==> src/rtl/id_ex_stage.sv <==
// ID/EX pipeline register with load-use hazard detection.
// Inserts a one-cycle bubble on load-use, squashes on flush, counts bubbles.
module id_ex_stage #(
    parameter int unsigned XLEN   = 64,
    parameter int unsigned REG_AW = 5,
    parameter int unsigned CNT_W  = 16
) (
    input  logic              clk,
    input  logic              reset_n,
    input  logic              flush,
    input  logic [6:0]        id_opcode,
    input  logic [1:0]        id_alu_op,
    input  logic              id_branch,
    input  logic              id_mem_read,
    input  logic              id_mem_to_reg,
    input  logic              id_mem_write,
    input  logic              id_alu_src,
    input  logic              id_reg_write,
    input  logic [XLEN-1:0]   id_pc,
    input  logic [XLEN-1:0]   id_rs1_data,
    input  logic [XLEN-1:0]   id_rs2_data,
    input  logic [XLEN-1:0]   id_imm,
    input  logic [REG_AW-1:0] id_rs1,
    input  logic [REG_AW-1:0] id_rs2,
    input  logic [REG_AW-1:0] id_rd,
    input  logic [2:0]        id_funct3,
    input  logic [6:0]        id_funct7,
    output logic [6:0]        ex_opcode,
    output logic [1:0]        ex_alu_op,
    output logic              ex_branch,
    output logic              ex_mem_read,
    output logic              ex_mem_to_reg,
    output logic              ex_mem_write,
    output logic              ex_alu_src,
    output logic              ex_reg_write,
    output logic [XLEN-1:0]   ex_pc,
    output logic [XLEN-1:0]   ex_rs1_data,
    output logic [XLEN-1:0]   ex_rs2_data,
    output logic [XLEN-1:0]   ex_imm,
    output logic [REG_AW-1:0] ex_rs1,
    output logic [REG_AW-1:0] ex_rs2,
    output logic [REG_AW-1:0] ex_rd,
    output logic [2:0]        ex_funct3,
    output logic [6:0]        ex_funct7,
    output logic              ex_valid,
    output logic              pc_write,
    output logic              if_id_write,
    output logic [CNT_W-1:0]  bubble_count
);

    localparam logic [6:0] OP_R    = 7'b0110011;
    localparam logic [6:0] OP_S    = 7'b0100011;
    localparam logic [6:0] OP_SB   = 7'b1100011;
    localparam logic [6:0] OP_LD   = 7'b0000011;
    localparam logic [6:0] OP_ADDI = 7'b0010011;

    typedef struct packed {
        logic [1:0] alu_op;
        logic       branch;
        logic       mem_read;
        logic       mem_to_reg;
        logic       mem_write;
        logic       alu_src;
        logic       reg_write;
    } ctrl_t;

    typedef struct packed {
        logic [XLEN-1:0]   pc;
        logic [XLEN-1:0]   rs1_data;
        logic [XLEN-1:0]   rs2_data;
        logic [XLEN-1:0]   imm;
        logic [6:0]        opcode;
        logic [REG_AW-1:0] rs1;
        logic [REG_AW-1:0] rs2;
        logic [2:0]        funct3;
        logic [6:0]        funct7;
    } data_t;

    ctrl_t             id_ctrl, ctrl_d, ctrl_q;
    data_t             id_data, data_d, data_q;
    logic [REG_AW-1:0] rd_d, rd_q;
    logic              valid_d, valid_q;
    logic [CNT_W-1:0]  bubble_count_d, bubble_count_q;
    logic              uses_rs1, uses_rs2, hazard;

    assign id_ctrl = {id_alu_op, id_branch, id_mem_read, id_mem_to_reg,
                      id_mem_write, id_alu_src, id_reg_write};
    assign id_data = {id_pc, id_rs1_data, id_rs2_data, id_imm, id_opcode,
                      id_rs1, id_rs2, id_funct3, id_funct7};

    // Source-operand usage decoded from the opcode; unknown opcodes use neither.
    assign uses_rs2 = (id_opcode == OP_R) || (id_opcode == OP_S) || (id_opcode == OP_SB);
    assign uses_rs1 = uses_rs2 || (id_opcode == OP_LD) || (id_opcode == OP_ADDI);

    assign hazard = valid_q && ctrl_q.mem_read && (rd_q != '0) &&
                    ((uses_rs1 && (rd_q == id_rs1)) || (uses_rs2 && (rd_q == id_rs2)));

    // Flush wins over a stall: the held instruction is squashed anyway.
    assign pc_write    = !(hazard && !flush);
    assign if_id_write = !(hazard && !flush);

    always_comb begin
        ctrl_d         = id_ctrl;
        data_d         = id_data;
        rd_d           = id_rd;
        valid_d        = 1'b1;
        bubble_count_d = bubble_count_q;
        if (flush) begin
            ctrl_d  = '0;
            rd_d    = '0;
            valid_d = 1'b0;
        end else if (hazard) begin
            ctrl_d  = '0;
            rd_d    = '0;
            valid_d = 1'b0;
            if (!(&bubble_count_q)) begin
                bubble_count_d = bubble_count_q + CNT_W'(1);
            end
        end
    end

    always_ff @(posedge clk or negedge reset_n) begin
        if (!reset_n) begin
            ctrl_q         <= '0;
            data_q         <= '0;
            rd_q           <= '0;
            valid_q        <= 1'b0;
            bubble_count_q <= '0;
        end else begin
            ctrl_q         <= ctrl_d;
            data_q         <= data_d;
            rd_q           <= rd_d;
            valid_q        <= valid_d;
            bubble_count_q <= bubble_count_d;
        end
    end

    assign ex_opcode     = data_q.opcode;
    assign ex_alu_op     = ctrl_q.alu_op;
    assign ex_branch     = ctrl_q.branch;
    assign ex_mem_read   = ctrl_q.mem_read;
    assign ex_mem_to_reg = ctrl_q.mem_to_reg;
    assign ex_mem_write  = ctrl_q.mem_write;
    assign ex_alu_src    = ctrl_q.alu_src;
    assign ex_reg_write  = ctrl_q.reg_write;
    assign ex_pc         = data_q.pc;
    assign ex_rs1_data   = data_q.rs1_data;
    assign ex_rs2_data   = data_q.rs2_data;
    assign ex_imm        = data_q.imm;
    assign ex_rs1        = data_q.rs1;
    assign ex_rs2        = data_q.rs2;
    assign ex_rd         = rd_q;
    assign ex_funct3     = data_q.funct3;
    assign ex_funct7     = data_q.funct7;
    assign ex_valid      = valid_q;
    assign bubble_count  = bubble_count_q;

endmodule

==> config.mk <==
export PLATFORM = sky130hd
export DESIGN_NAME = id_ex_stage
export DESIGN_NICKNAME = d
export VERILOG_FILES = /design/src/rtl/id_ex_stage.sv
export SDC_FILE = /design/constraint.sdc
export NUM_CORES = 1
export LEC_CHECK = 0
export ABC_AREA = 1
export BUFFER_PORTS_ARGS = -buffer_cell sky130_fd_sc_hd__clkbuf_2
export CAP_MARGIN = 20
export CORE_AREA = 2 2 237 239
export CTS_CLUSTER_DIAMETER = 30
export CTS_CLUSTER_SIZE = 10
export DETAILED_ROUTE_END_ITERATION = 16
export DIE_AREA = 0 0 239 241
export SLEW_MARGIN = 20
export SYNTH_ARGS = -nofsm -noshare
export SYNTH_HDL_FRONTEND = slang
export SYNTH_SLANG_ARGS = --single-unit
==> constraint.sdc <==
create_clock -name clk -period 4 [get_ports clk]
set_clock_uncertainty 0.15 [all_clocks]
set_input_delay 0.8 -clock clk [delete_from_list [all_inputs] [get_ports clk]]
set_output_delay 0.8 -clock clk [all_outputs]
set_load 0.01 [all_outputs]
Word level (Yosys, flattened, before mapping) --
Cells that the tools add are included.
Word-level totals: memories kept 0, logic and storage cells 51, ROM bits 0, bits in latches 0, RAM bits 0, bits of input ports 299, register bits 313
Cells by class: mux-type cells 6, add/sub/neg operators 1, magnitude comparators 0, $mul 0, eq/ne operators 7, shift-type cells 0, reduce and logical (&&, ||, !) cells 16, div/mod/pow operators 0, bitwise logic cells 2
Operator list (count):
- $add 16x1->16 const B | 1
- $mux 8 | 2
- $reduce_and 16->1 | 1
- $eq 7x6->1 const B | 2
- $eq 5x5->1 | 2
- $mux 5 | 2
- $eq 7x2->1 const B | 1
- $eq 7x5->1 const B | 1
- $eq 7x7->1 const B | 1
- $logic_and 1x1->1 | 6
- $logic_or 1x1->1 | 5
- $reduce_bool 5->1 | 1
- $reduce_and 3->1 | 1
- $logic_not 1->1 | 2
- $mux 1 | 2
- $not 1->1 | 2

Logic depth before layout (Yosys ltp) --
depth after elaboration 10, gate-level depth with buffers 11

Worst setup path after synthesis --
Ideal clock, no wire load.
path type input-to-output, start input port id_opcode[3], end output port pc_write, slack 1.492 ns, arrival time 1.558 ns, cell stages on the path 5, cells stage by stage nor3_1 -> nand3_1 -> nor2_2 -> nand3_4 -> buf_4
Between the ends: word-level cells in the longest chain between the ends 10
RTL lines:
- from (decl) | line 11 | input logic [6:0] id_opcode,
- $eq 7x6->1 | line 92 | assign uses_rs2 = (id_opcode == OP_R) || (id_opcode == OP_S) || (id_opcode == OP_SB);
- $logic_or 1x1->1 (2 in series) | line 92
- $logic_or 1x1->1 (2 in series) | line 93 | assign uses_rs1 = uses_rs2 || (id_opcode == OP_LD) || (id_opcode == OP_ADDI);
- $logic_and 1x1->1 | line 96 | ((uses_rs1 && (rd_q == id_rs1)) || (uses_rs2 && (rd_q == id_rs2)));
- $logic_or 1x1->1 (*) | line 96
- $logic_and 1x1->1 (*) | line 95 | assign hazard = valid_q && ctrl_q.mem_read && (rd_q != '0) &&
- $logic_and 1x1->1 (*)
- $logic_not 1->1 (*)
- to (decl) | line 46 | output logic pc_write,
Mark *: on every way between the ends. The rest lies on a longest branch, timed or not.

Worst setup path after layout --
start register rd_q[4], in the netlist ex_rd[4], end output port pc_write
Between the ends: word-level cells in the longest chain between the ends 6
RTL lines:
- from (decl) | line 81 | logic [REG_AW-1:0] rd_d, rd_q;
- from (signal assigned) | line 132 | rd_q <= rd_d;
- $eq 5x5->1 | line 96
- $logic_and 1x1->1 | line 96
- $logic_or 1x1->1 | line 96
- $logic_and 1x1->1 (*) | line 95
- $logic_and 1x1->1 (*) | line 99 | assign pc_write = !(hazard && !flush);
- $logic_not 1->1 (*) | line 99
Marks and branches as above.

==> out/qor.yml <==
critical_path.max_fanout: 4
status: "complete, no violations"
fmaxAchievable_mhz: 361
cts_max_level: 3
cp-start-kind: "flop"
dieArea_mm2: 0.0576
syn-num-nets: 818
r2r_slack_ns: 2.08
setup_tns_ns: 0
hpwl_mm: 26.8
num_io_pins: 614
total_power_uw: 9910
multi_input_area_um2: 793
slew_violations: 0
avgSynthCellArea_um2: 17.0
synthAdderAreaFrac: 0.00142
antenna_found_initial: 7
post_drt_wl_per_cell_um: 16.9
cap_violations: 0
arrival_ns: 1.82
dr.pass1.iters: 4
synth_compound_area_frac: 0
yosysTopAreaCell: "dfrtp_1"
yosysSeqAreaShare: 0.891
portBuffers: 613
ys_types: 21
ant_nets: 0
fin_util: 0.280
syn_inst: 518
place_inst: 1836
start_util: 0.160
criticalPathCategory: "reg -> out"
row_count: 86
layout_commonest_cell: "clkbuf_2"
grt_pass1_vias: 7255
ir_worst_vdd_mv: 0.309
synth-seq-cells: 313
first_iter_violations: 171
num_vias: 6689
synth_xor_area_frac: 0.0140
tightest_slew_ns: 0.638
post_cts_buffers: 0
powerDensity_mw_per_mm2: 646
wl_mm: 33.4
grt_max_degree: 82
nNetsFinal: 1508
cp_data_required_time_ns: 3.05
min_period_over_period: 0.693
cts-buffers-inserted: 74
grt_pass1_wl_mm: 46.2
cts_root_buf: "clkbuf_16"
hold_viol: 0
synth_top_family_by_area: "simple AND/OR/NAND/NOR gates"
insertion_delay_ns: 0.58
power.leakage_uw: 0.00808
path_clk_slew_ns: 0.05
die-width_um: 239
grtUsageTotal: 0.112
clock_sinks: 313
cts_tree: "yes"
area_growth_syn_to_layout_pct: 74.5
netlist_area_mm2: 0.00879
cts_resized: 0
min_period_ns: 2.77
crit_path_end_kind: "output pin"
globalplace.congestion: 0.882
drc: 0
drive_above_1_share: 0.604
reg2reg_to: "bubble_count[13]$_DFFE_PN0P_"
ctsHoldBuffers: 0
seqCellArea_mm2: 0.00783
finalSetupViolCount: 0
fill_cells: 5639
relSlewSlack: 0.575
min_path_type: "in -> async"
mostFrequentLayoutCells: "612 x clkbuf_2, 313 x dfrtp_1, 98 x nand2_1"
timing.hold.ws_ns: 0.0643
worstReg2RegStart: "bubble_count[0]$_DFFE_PN0P_"
synth_mux_area_frac: 0
synth_simple_gate_area_frac: 0.0749
fin_cells: 1972
grt_overflow: 0
grt_setup_unrepaired: "no"
yosysWarningCount: 0
synth_top_cell_area_share: 0.891
die_height_um: 241
post_drt_via_cell_ratio: 3.39
worstRegToRegCells: 10
core_area_mm2: 0.0549
cts.path.max_buffers: 3
synthTopCellsByArea: "dfrtp_1 89%, nand2_1 4.2%, nor2_1 1.3%"
[worst max-delay path, stage by stage, from the launching register on]
cell and delay [ns]:
dfrtp_1 0.42, inv_2 0.10, nand3_1 0.06, nor3_1 0.26, nor2_2 0.14, nand3_4 0.13
clkbuf_2 0.14
[report_power, final]
part,internal (µW),total (µW),switching (µW),leakage (µW)
registers,3330,3380,54.6,0.00370
clock network,4100,6000,1900,0.00123
logic,221,525,304,0.00315
[cell usage after synthesis]
cell type and count:
xor2_1 7, inv_2 8, nand4_1 1, nor3_2 1, nor2_2 2, dfrtp_1 313
nand3_2 1, nand2_2 3, nand4_4 1, buf_6 2, nand2_1 98, xnor2_1 7
nor2_4 2, buf_2 1, nand3_1 8, ha_1 1, nand3_4 1, inv_1 26
nor2_1 31, nor3_1 3, buf_4 1
[metal layers]
metal  track usage  routed length [µm]
met1         0.124               12500
met2         0.174               15800
met3        0.0584                4000
met4        0.0621                1080
met5             0                  23
[worst max-delay path by stage]
stage	from	to	slack, ns
floorplan	id_opcode[3]	pc_write	1.49
global placement	id_opcode[3]	pc_write	1.35
detailed placement	id_opcode[3]	if_id_write	1.31
CTS	ex_rd[4]$_DFF_PN0_	if_id_write	1.16
global route	ex_rd[2]$_DFF_PN0_	pc_write	1.06
finish	ex_rd[4]$_DFF_PN0_	pc_write	1.23
[per-stage QoR]
stage | setup WS, ns | cell area, µm²
after global placement | 1.35 | 12800
final | 1.23 | 15300
after global routing | 1.06 | 15300
after detailed placement | 1.31 | 12800
after CTS | 1.16 | 15300
after floorplan | 1.49 | 8790
[final cells by class]
cell class,instances,area share
sequential,313,0.511
timing repair buffer,618,0.206
clock buffer,84,0.127
tap,704,0.0574
multi-input combinational,167,0.0517
clock inverter,50,0.0387
inverter,34,0.00832
antenna,2,0.000326
[cells by family (layout without fill, tap and decap cells)]
logic type / after synthesis / in the layout
flip-flops: 313 / 313
AND/OR/NAND/NOR: 152 / 152
buffers and inverters: 38 / 786
XOR/XNOR: 14 / 14
adder cells (fa/ha/maj): 1 / 1
other: 0 / 2
(Power assumes the default switching activity.)
